**src/rtl/alu_slice_seq.sv**
```systemverilog
// rtl/alu_slice_seq.sv - 16-bit operation sequenced over an external 4-bit ALU, one slice per cycle
// Optional zero flag output enabled by defining ALU_SLICE_SEQ_ZERO_EN.
module alu_slice_seq (
    input  logic        clk,
    input  logic        rst,
    input  logic        start,
    input  logic [3:0]  op_s,
    input  logic        op_m,
    input  logic        op_cin,
    input  logic [15:0] opa,
    input  logic [15:0] opb,
    output logic [3:0]  alu_s,
    output logic [3:0]  alu_a,
    output logic [3:0]  alu_b,
    output logic        alu_m,
    output logic        alu_cn,
    input  logic [3:0]  alu_f,
    input  logic        alu_cn4,
    input  logic        alu_aeqb,
    output logic        busy,
    output logic        done,
    output logic [15:0] result,
    output logic        cout,
`ifdef ALU_SLICE_SEQ_ZERO_EN
    output logic        zero,
`endif
    output logic        aeqb
);

    typedef enum logic [1:0] {IDLE, RUN, DONE} stateT;

    stateT       state, stateNext;
    logic [1:0]  idx;
    logic [15:0] latA, latB;
    logic [3:0]  latS;
    logic        latM;
    logic        carry;
    logic        aeqbAcc;
    logic [15:0] resultNext;

    always_comb begin
        stateNext = state;
        case (state)
            IDLE:    if (start) stateNext = RUN;
            RUN:     if (idx == 2'd3) stateNext = DONE;
            DONE:    stateNext = IDLE;
            default: stateNext = IDLE;
        endcase
    end

    // ALU inputs stay quiet outside RUN so the shared ALU sees no stray activity
    always_comb begin
        alu_s  = 4'd0;
        alu_a  = 4'd0;
        alu_b  = 4'd0;
        alu_m  = 1'b0;
        alu_cn = 1'b0;
        if (state == RUN) begin
            alu_s  = latS;
            alu_a  = latA[{idx, 2'b00} +: 4];
            alu_b  = latB[{idx, 2'b00} +: 4];
            alu_m  = latM;
            alu_cn = carry;
        end
    end

    always_comb begin
        resultNext = result;
        resultNext[{idx, 2'b00} +: 4] = alu_f;
    end

    assign busy = (state != IDLE);
    assign done = (state == DONE);

    always_ff @(posedge clk) begin
        if (rst) begin
            state   <= IDLE;
            idx     <= 2'd0;
            latA    <= 16'd0;
            latB    <= 16'd0;
            latS    <= 4'd0;
            latM    <= 1'b0;
            carry   <= 1'b0;
            aeqbAcc <= 1'b0;
            result  <= 16'd0;
            cout    <= 1'b0;
            aeqb    <= 1'b0;
`ifdef ALU_SLICE_SEQ_ZERO_EN
            zero    <= 1'b0;
`endif
        end else begin
            state <= stateNext;
            case (state)
                IDLE: begin
                    if (start) begin
                        latA    <= opa;
                        latB    <= opb;
                        latS    <= op_s;
                        latM    <= op_m;
                        carry   <= op_cin;
                        idx     <= 2'd0;
                        aeqbAcc <= 1'b1;
                    end
                end
                RUN: begin
                    // Carry chains through in logic mode too; the ALU ignores it there
                    result  <= resultNext;
                    carry   <= alu_cn4;
                    aeqbAcc <= aeqbAcc & alu_aeqb;
                    idx     <= idx + 2'd1;
`ifdef ALU_SLICE_SEQ_ZERO_EN
                    zero    <= (resultNext == 16'h0000);
`endif
                    if (idx == 2'd3) begin
                        cout <= alu_cn4;
                        aeqb <= aeqbAcc & alu_aeqb;
                    end
                end
                default: ;
            endcase
        end
    end

endmodule

```
**config.mk**
```make
export PLATFORM = sky130hd
export DESIGN_NAME = alu_slice_seq
export DESIGN_NICKNAME = d
export VERILOG_FILES = /design/src/rtl/alu_slice_seq.sv
export SDC_FILE = /design/constraint.sdc
export NUM_CORES = 1
export LEC_CHECK = 0
export CAP_MARGIN = 5
export CORE_MARGIN = 8
export CORE_UTILIZATION = 45
export CTS_CLUSTER_SIZE = 14
export DETAILED_ROUTE_END_ITERATION = 8
export HOLD_SLACK_MARGIN = 0.15
export PLACE_DENSITY = 0.77
export SLEW_MARGIN = 20
export SYNTH_ARGS = -nofsm -noshare
export SYNTH_HDL_FRONTEND = slang
export SYNTH_SLANG_ARGS = --single-unit
```
**constraint.sdc**
```tcl
create_clock -name clk -period 3.2 [get_ports clk]
set_input_delay 0.64 -clock clk [delete_from_list [all_inputs] [get_ports clk]]
set_output_delay 0.64 -clock clk [all_outputs]
set_load 0.01 [all_outputs]
```
[After elaboration in Yosys (flattened, before gate mapping)]
Index checks and enable logic that the tools add are counted.
Operators by class
  add/subtract/negate cells: 2
  multiply operators: 0
  div/mod/pow operators: 0
  magnitude comparators: 0
  eq/ne operators: 5
  shift-type cells: 4
  muxes and demuxes: 15
  bitwise logic cells: 1
  reductions and logical operators: 7
Operators with widths (count)
  16-bit by 5-bit indexed part select with 4-bit output: 2
  16-bit bitwise mux: 1
  4-bit by 6-bit variable shift with 16-bit output (first input constant): 1
  4-bit by 6-bit indexed part select with 16-bit output: 1
  4-bit 2-to-1 mux: 3
  2-bit case mux with 2 select lines: 2
  2-bit AND reduction: 4
  2-bit 2-to-1 mux: 3
  4-bit negation with 6-bit output: 1
  2-bit equality test (second input constant): 2
  1-bit 2-to-1 mux: 4
  2-bit != test (second input constant): 2
  1-bit case mux with 2 select lines: 2
  2-bit nonzero test: 2
  2-bit by 1-bit adder with 2-bit output (second input constant): 1
  2-bit by 1-bit equality test with 1-bit output (second input constant): 1
  2-bit zero test: 1
  1-bit AND: 1
Storage, ports and cells
  flip-flop bits (word level): 61
  bits in latches: 0
  memory bits (writable): 0
  memory bits (read-only): 0
  input bits: 47
  output and inout bits: 34
  word-level logic and storage cells: 45
  memories: 0

[Depth between registers and ports, before layout]
Gate-level depths: netlist of the first run.
  depth in word-level cells: 3
  mapped depth: 7

[Worst setup path before layout of the first run]
Ideal clock, no wire load.
  path kind: flip-flop to output port
  start point: reg idx[1]
  end point: out alu_b[0]
  data arrival time: 1279 ps
  required time: 2560 ps
  slack: 1281 ps
  cell stages (with the launch flop): 4
  buffers on the path: 1
  path through: dfxtp_1 -> buf_2 -> mux4_2 -> and2_1
On the way
  longest elaborated chain between the ends: 2
RTL lines
  start: declaration: line 33  | logic [1:0] idx;
  start signal: assignment: line 110  | idx <= idx + 2'd1;
  16-bit by 5-bit indexed part select with 4-bit output: line 61  | alu_b = latB[{idx, 2'b00} +: 4];
  4-bit 2-to-1 mux: line 58  | if (state == RUN) begin
  end: declaration: line 14  | output logic [3:0] alu_b,
No other way between the ends.

[Worst setup path after layout of the first run]
  start point: reg idx[1]
  end point: out alu_b[3]
The elaborated chain is that of the path after synthesis.

==> impl_metrics.toml, run 1 <==
[flow_run]
maxCapViolCount = 0

[routing]
first_pass_iters = 4
met2WireLength_um = 3030
vias = 2365
drc_errors = 0
wl_per_cell_um = 14.3
top_layer_used = "met4"
finalWirelength_um = 6640
antenna_left = 0
drtIter0Drc = 100
viasPerCell = 5.11
met1_length_um = 3020
route.met3.wl_um = 498

[cells_and_area]
area_growth_pct = 37.5
num-nets-final = 437
stdcell_count = 463
drive_gt1_frac = 0.103
fill_cells = 504
seq_area_sq_um = 1220
antenna_cells = 0
multi_input_area_sq_um = 1330

[setup_path]
slowest_delay_ns = 0.75
critPathLaunchType = "flip-flop"
cp.required_ns = 2.56
crit_type = "flip-flop to output port"
cp-end-kind = "output port"
cp_cell_sequence = "mux4_2 -> and2_1 -> clkdlybuf4s50_1"
cp_top_family = "flip-flops"
arrival_ns = 2.29
path_buf_inv = 1
worstPathMaxFanout = 13
critPathSlowestCell = "dfxtp_1"

[pwr]
power.density_nw_per_um2 = 467
leakagePower_nw = 1.38
irDropWorstVdd_mv = 0.307

[cts]
clk_pin_slew_worst_paths_ns = 0.06
clockBufferDepth = 2
cts_setup_buffers = 0
cts_sinks = 61
cts.repair.resized = 0
cts_tree = "built"
cts_inserted_buffers = 9
hold_buffers = 0
clk_latency_ns = 0.33
clockRootBuffer = "clkbuf_8"
cts.htree.levels = 3

[global_route]
antenna_found_initial = 0
grt_max_degree = 38
overflow = 0
grt.total_usage = 0.154
grt_pass1_wl_um = 10700
grt_pass1_vias = 2280

[yosys]
synth_nets = 363
syn_area_sq_um = 2690
synth_area_per_cell_sq_um = 8.68
ys.warnings.count = 0
netlist_instances = 310
synth.area.top_cells = "dfxtp_1 45%, nand2_1 12%, a21oi_1 9.3%"
synth-seq-cells = 61
ys_types = 34
synthDominantCellAreaShare = 0.454
yosysSeqAreaShare = 0.454
synth_top_area_cell = "dfxtp_1"

[placed_design]
io_buffers = 80
post-dp-hpwl_um = 4840
dp.cells = 448
gp_congestion = 0.791

[sta]
rsz0062_at_grt = "false"
timing.final.hold_violations = 0
worstMarginPinSlew_ns = 0.703
fmax_mhz = 341
drv_slew = 0
min_period_ns = 2.93
relSlewSlack = 0.531
setup_violations = 0
clock-skew-final_ns = 0.00461
period_share = 0.916
setup_tns_ns = 0

[floorplan]
start_util = 0.460
std_cell_rows = 28
fp.coreArea_sq_um = 5850
die_w_um = 93.3
die_area_sq_um = 8710
pin_count = 81
chipHeight_um = 93.3

[status]
status = "finished, final reports clean"

[worst_hold_path]
hold_class = "flip-flop to flip-flop"
-- registers in the layout, indices dropped and copies added, names as in the netlist --
signal	count
cout	1
idx	2
latM	1
latA	16
state	2
latS	4
result	16
aeqbAcc	1
latB	16
aeqb	1
carry	1
-- where the power goes --
group | internal [W] | switching [W]
Clock | 0.000395 | 0.000281
Combinational | 0.000124 | 0.000107
Sequential | 0.000796 | 0.0000254
Total | 0.00131 | 0.000414
-- cell usage after synthesis (all sizes together) --
library cell,number
and3b,4
ha,6
and3,1
o21a,1
and2,14
o31ai,1
nand3,4
nand4,9
mux4,8
nor3,1
nand2b,2
a21oi,50
nand3b,7
inv,3
o21ai,6
or2,1
a31o,4
nor3b,5
o21ba,1
nand2,84
o41ai,1
dfxtp,61
buf,15
nor2,6
nor2b,3
mux2i,1
clkbuf,8
or3b,2
and4bb,1
-- final timing paths --
check	depth (start not counted)	slack, ns	endpoint	from
setup / recovery	3	0.27	alu_b[3]	idx[1]
hold / removal	2	0.45	latS[0]	latS[0]
setup reg to reg	6	0.95	result[8]	idx[0]
hold reg to reg	2	0.45	latS[0]	latS[0]
-- tightest hold or removal path: cells and delay by family (launching register included) --
family	cells	cell delay, ns
flops	1	0.30
simple gates	1	0.05
compound gates	1	0.05
-- logic make-up (layout without fill, tap and decap cells) --
kind of cell / after synthesis / in the layout / share of synthesized area
adder cells (fa/ha/maj): 6 / 6 / 0.0279
AND/OR/NAND/NOR: 144 / 144 / 0.267
AO/OA/AOI/OAI: 64 / 64 / 0.130
buffers and inverters: 26 / 104 / 0.0502
flip-flops: 61 / 61 / 0.454
multiplexers: 9 / 9 / 0.0707
-- metal layers --
layer,track usage,up-vias
met5,0,-
met4,0.0617,0
met3,0.0569,5
met2,0.238,64
met1,0.188,1094
li1,-,1202
-- placed cells by master, fill, tap and decap left out, types with 5 or more instances in the layout --
cell / count
clkbuf_8: 11
o21ai_0: 6
clkdlybuf4s50_1: 79
nor2_1: 5
a21oi_1: 50
nand4_1: 9
ha_1: 6
nand2_1: 84
nand3b_1: 7
buf_4: 6
dfxtp_1: 61
and2_1: 14
mux4_2: 8
-- through the flow --
stage	hold slack (ns)	setup slack [ns]	power, W	util	area [sq um]
after global placement	0.438	0.620	0.00106	0.598	3500
final	0.452	0.268	0.00173	0.632	3700
after floorplan	0.432	1.28	0.000965	-	2690
after global routing	0.465	0.147	0.00180	0.632	3700
after detailed placement	0.445	0.608	0.00107	0.598	3500
after CTS	0.453	0.237	0.00174	0.632	3700
-- cell type report --
type	count	area share
clock buffer	11	0.0409
clock inverter	4	0.0129
inverter	3	0.00304
multi-input combinational	223	0.361
sequential	61	0.330
tap	75	0.0254
timing repair buffer	86	0.227
(Power assumes the default switching activity.)
==> run 2, diff against run 1 <==
- CAP_MARGIN: 5 -> 25
- CORE_UTILIZATION: 45 -> 50
- PLACE_DENSITY: 0.77 -> 0.84
==> impl_metrics.toml, run 2 (same netlist as run 1, synthesis figures left out) <==
[status]
status = "finished, final reports clean"

[cts]
clk_pin_slew_worst_paths_ns = 0.07
cts_tree = "built"
clockBufferDepth = 2
cts.htree.levels = 3
cts.repair.resized = 0
cts_inserted_buffers = 9
cts_sinks = 61
cts_setup_buffers = 0
hold_buffers = 0
clk_latency_ns = 0.34
clockRootBuffer = "clkbuf_8"

[setup_path]
critPathLaunch = "idx[0]"
arrival_ns = 2.16
r2r_cells = 6
r2r_end = "result[11]"
cp-end-kind = "output port"
r2r_slack_ns = 0.97
crit_type = "flip-flop to output port"
worstPathMaxFanout = 13
critPathCapture = "alu_b[1]"
r2r-start = "idx[0]"
critPathLaunchType = "flip-flop"
cp.required_ns = 2.56

[cells_and_area]
largest_registers = "latA x16, latB x16, result x16"
mostFrequentLayoutCell = "nand2_1"
final_util = 0.720
area_growth_pct = 37.6
drive_gt1_frac = 0.101
num-nets-final = 438
layout_common_cells = "84 x nand2_1, 79 x clkdlybuf4s50_1, 61 x dfxtp_1, 50 x a21oi_1, 14 x and2_1"
antenna_cells = 0
stdcell_count = 458

[pwr]
power.density_nw_per_um2 = 470
leakagePower_nw = 1.39
irDropWorstVdd_mv = 0.303

[global_route]
overflow = 0
antenna_found_initial = 0
grt_max_degree = 38
grt.total_usage = 0.183
grt_pass1_wl_um = 11300
grt_pass1_vias = 2377

[floorplan]
die_w_um = 89.4
std_cell_rows = 26
die_area_sq_um = 7980
start_util = 0.523
fp.coreArea_sq_um = 5140
chipHeight_um = 89.4
pin_count = 81

[routing]
wl_per_cell_um = 15.0
finalWirelength_um = 6880
drc_errors = 0
antenna_left = 0
vias = 2365
viasPerCell = 5.16
first_pass_iters = 4
drtIter0Drc = 188

[placed_design]
dp.cells = 444
io_buffers = 80
gp_congestion = 0.867
post-dp-hpwl_um = 4930

[sta]
holdWs_ns = 0.449
setup_tns_ns = 0
worstMarginPinSlew_ns = 0.559
period_share = 0.876
clock-skew-final_ns = 0.00956
drv_slew = 0
rsz0062_at_grt = "false"
fmax_mhz = 357
relSlewSlack = 0.628
setup_violations = 0
min_period_ns = 2.80
timing.final.hold_violations = 0

[flow_run]
maxCapViolCount = 0

[worst_hold_path]
hold_class = "flip-flop to flip-flop"
[run 2: cell types whose count changed in the layout (fill, tap and decap cells not counted)]
cell,delta
clkinv_2,-2
buf_4,+1
clkbuf_1,+1
clkinvlp_4,-1
clkbuf_8,+1
[run 2: worst min-delay path by stage]
| stage | start | to | slack, ns | cells after the start |
|---|---|---|---|---|
| finish | latS[1] | latS[1] | 0.45 | 2 |
| global route | latA[10] | latA[10] | 0.47 | 2 |
| CTS | latS[3] | latS[3] | 0.45 | 2 |
| detailed placement | latS[3] | latS[3] | 0.44 | 2 |
| global placement | latS[3] | latS[3] | 0.44 | 2 |
| floorplan | latM | latM | 0.43 | 2 |
[run 2: power breakdown]
| part | leakage [nW] | switching [W] | internal (W) | total [W] |
|---|---|---|---|---|
| logic | 0.789 | 0.000110 | 0.000124 | 0.000234 |
| registers | 0.499 | 0.0000250 | 0.000796 | 0.000821 |
| clock network | 0.102 | 0.000271 | 0.000415 | 0.000686 |
[run 2: metrics by stage]
stage,setup WS [ns],cell area [sq um],power [W]
global placement,0.755,3500,0.00106
global route,0.251,3700,0.00182
floorplan,1.28,2690,0.000965
detailed placement,0.724,3500,0.00107
CTS,0.361,3700,0.00175
finish,0.396,3700,0.00174
[run 2: area by class of cell]
class / instances / area [sq um]
inverters: 3 / 11.3
clock inverters: 1 / 30.0
repair buffers: 87 / 848
flip-flops and latches: 61 / 1220
well taps: 70 / 87.6
clock buffers: 13 / 169
multi-input cells: 223 / 1330
fillers: 421 / 1440
[run 2: per-layer routing]
metal	global-route usage	wire [um]
met3	0.0561	436
met4	0.0891	115
met1	0.215	3000
met2	0.296	3320
met5	0	0
[run 2: worst max-delay path: stages (launching register included)]
cell	delay, ns
dfxtp_1	0.58
buf_4	0.28
mux4_2	0.31
and2_1	0.17
clkdlybuf4s50_1	0.48
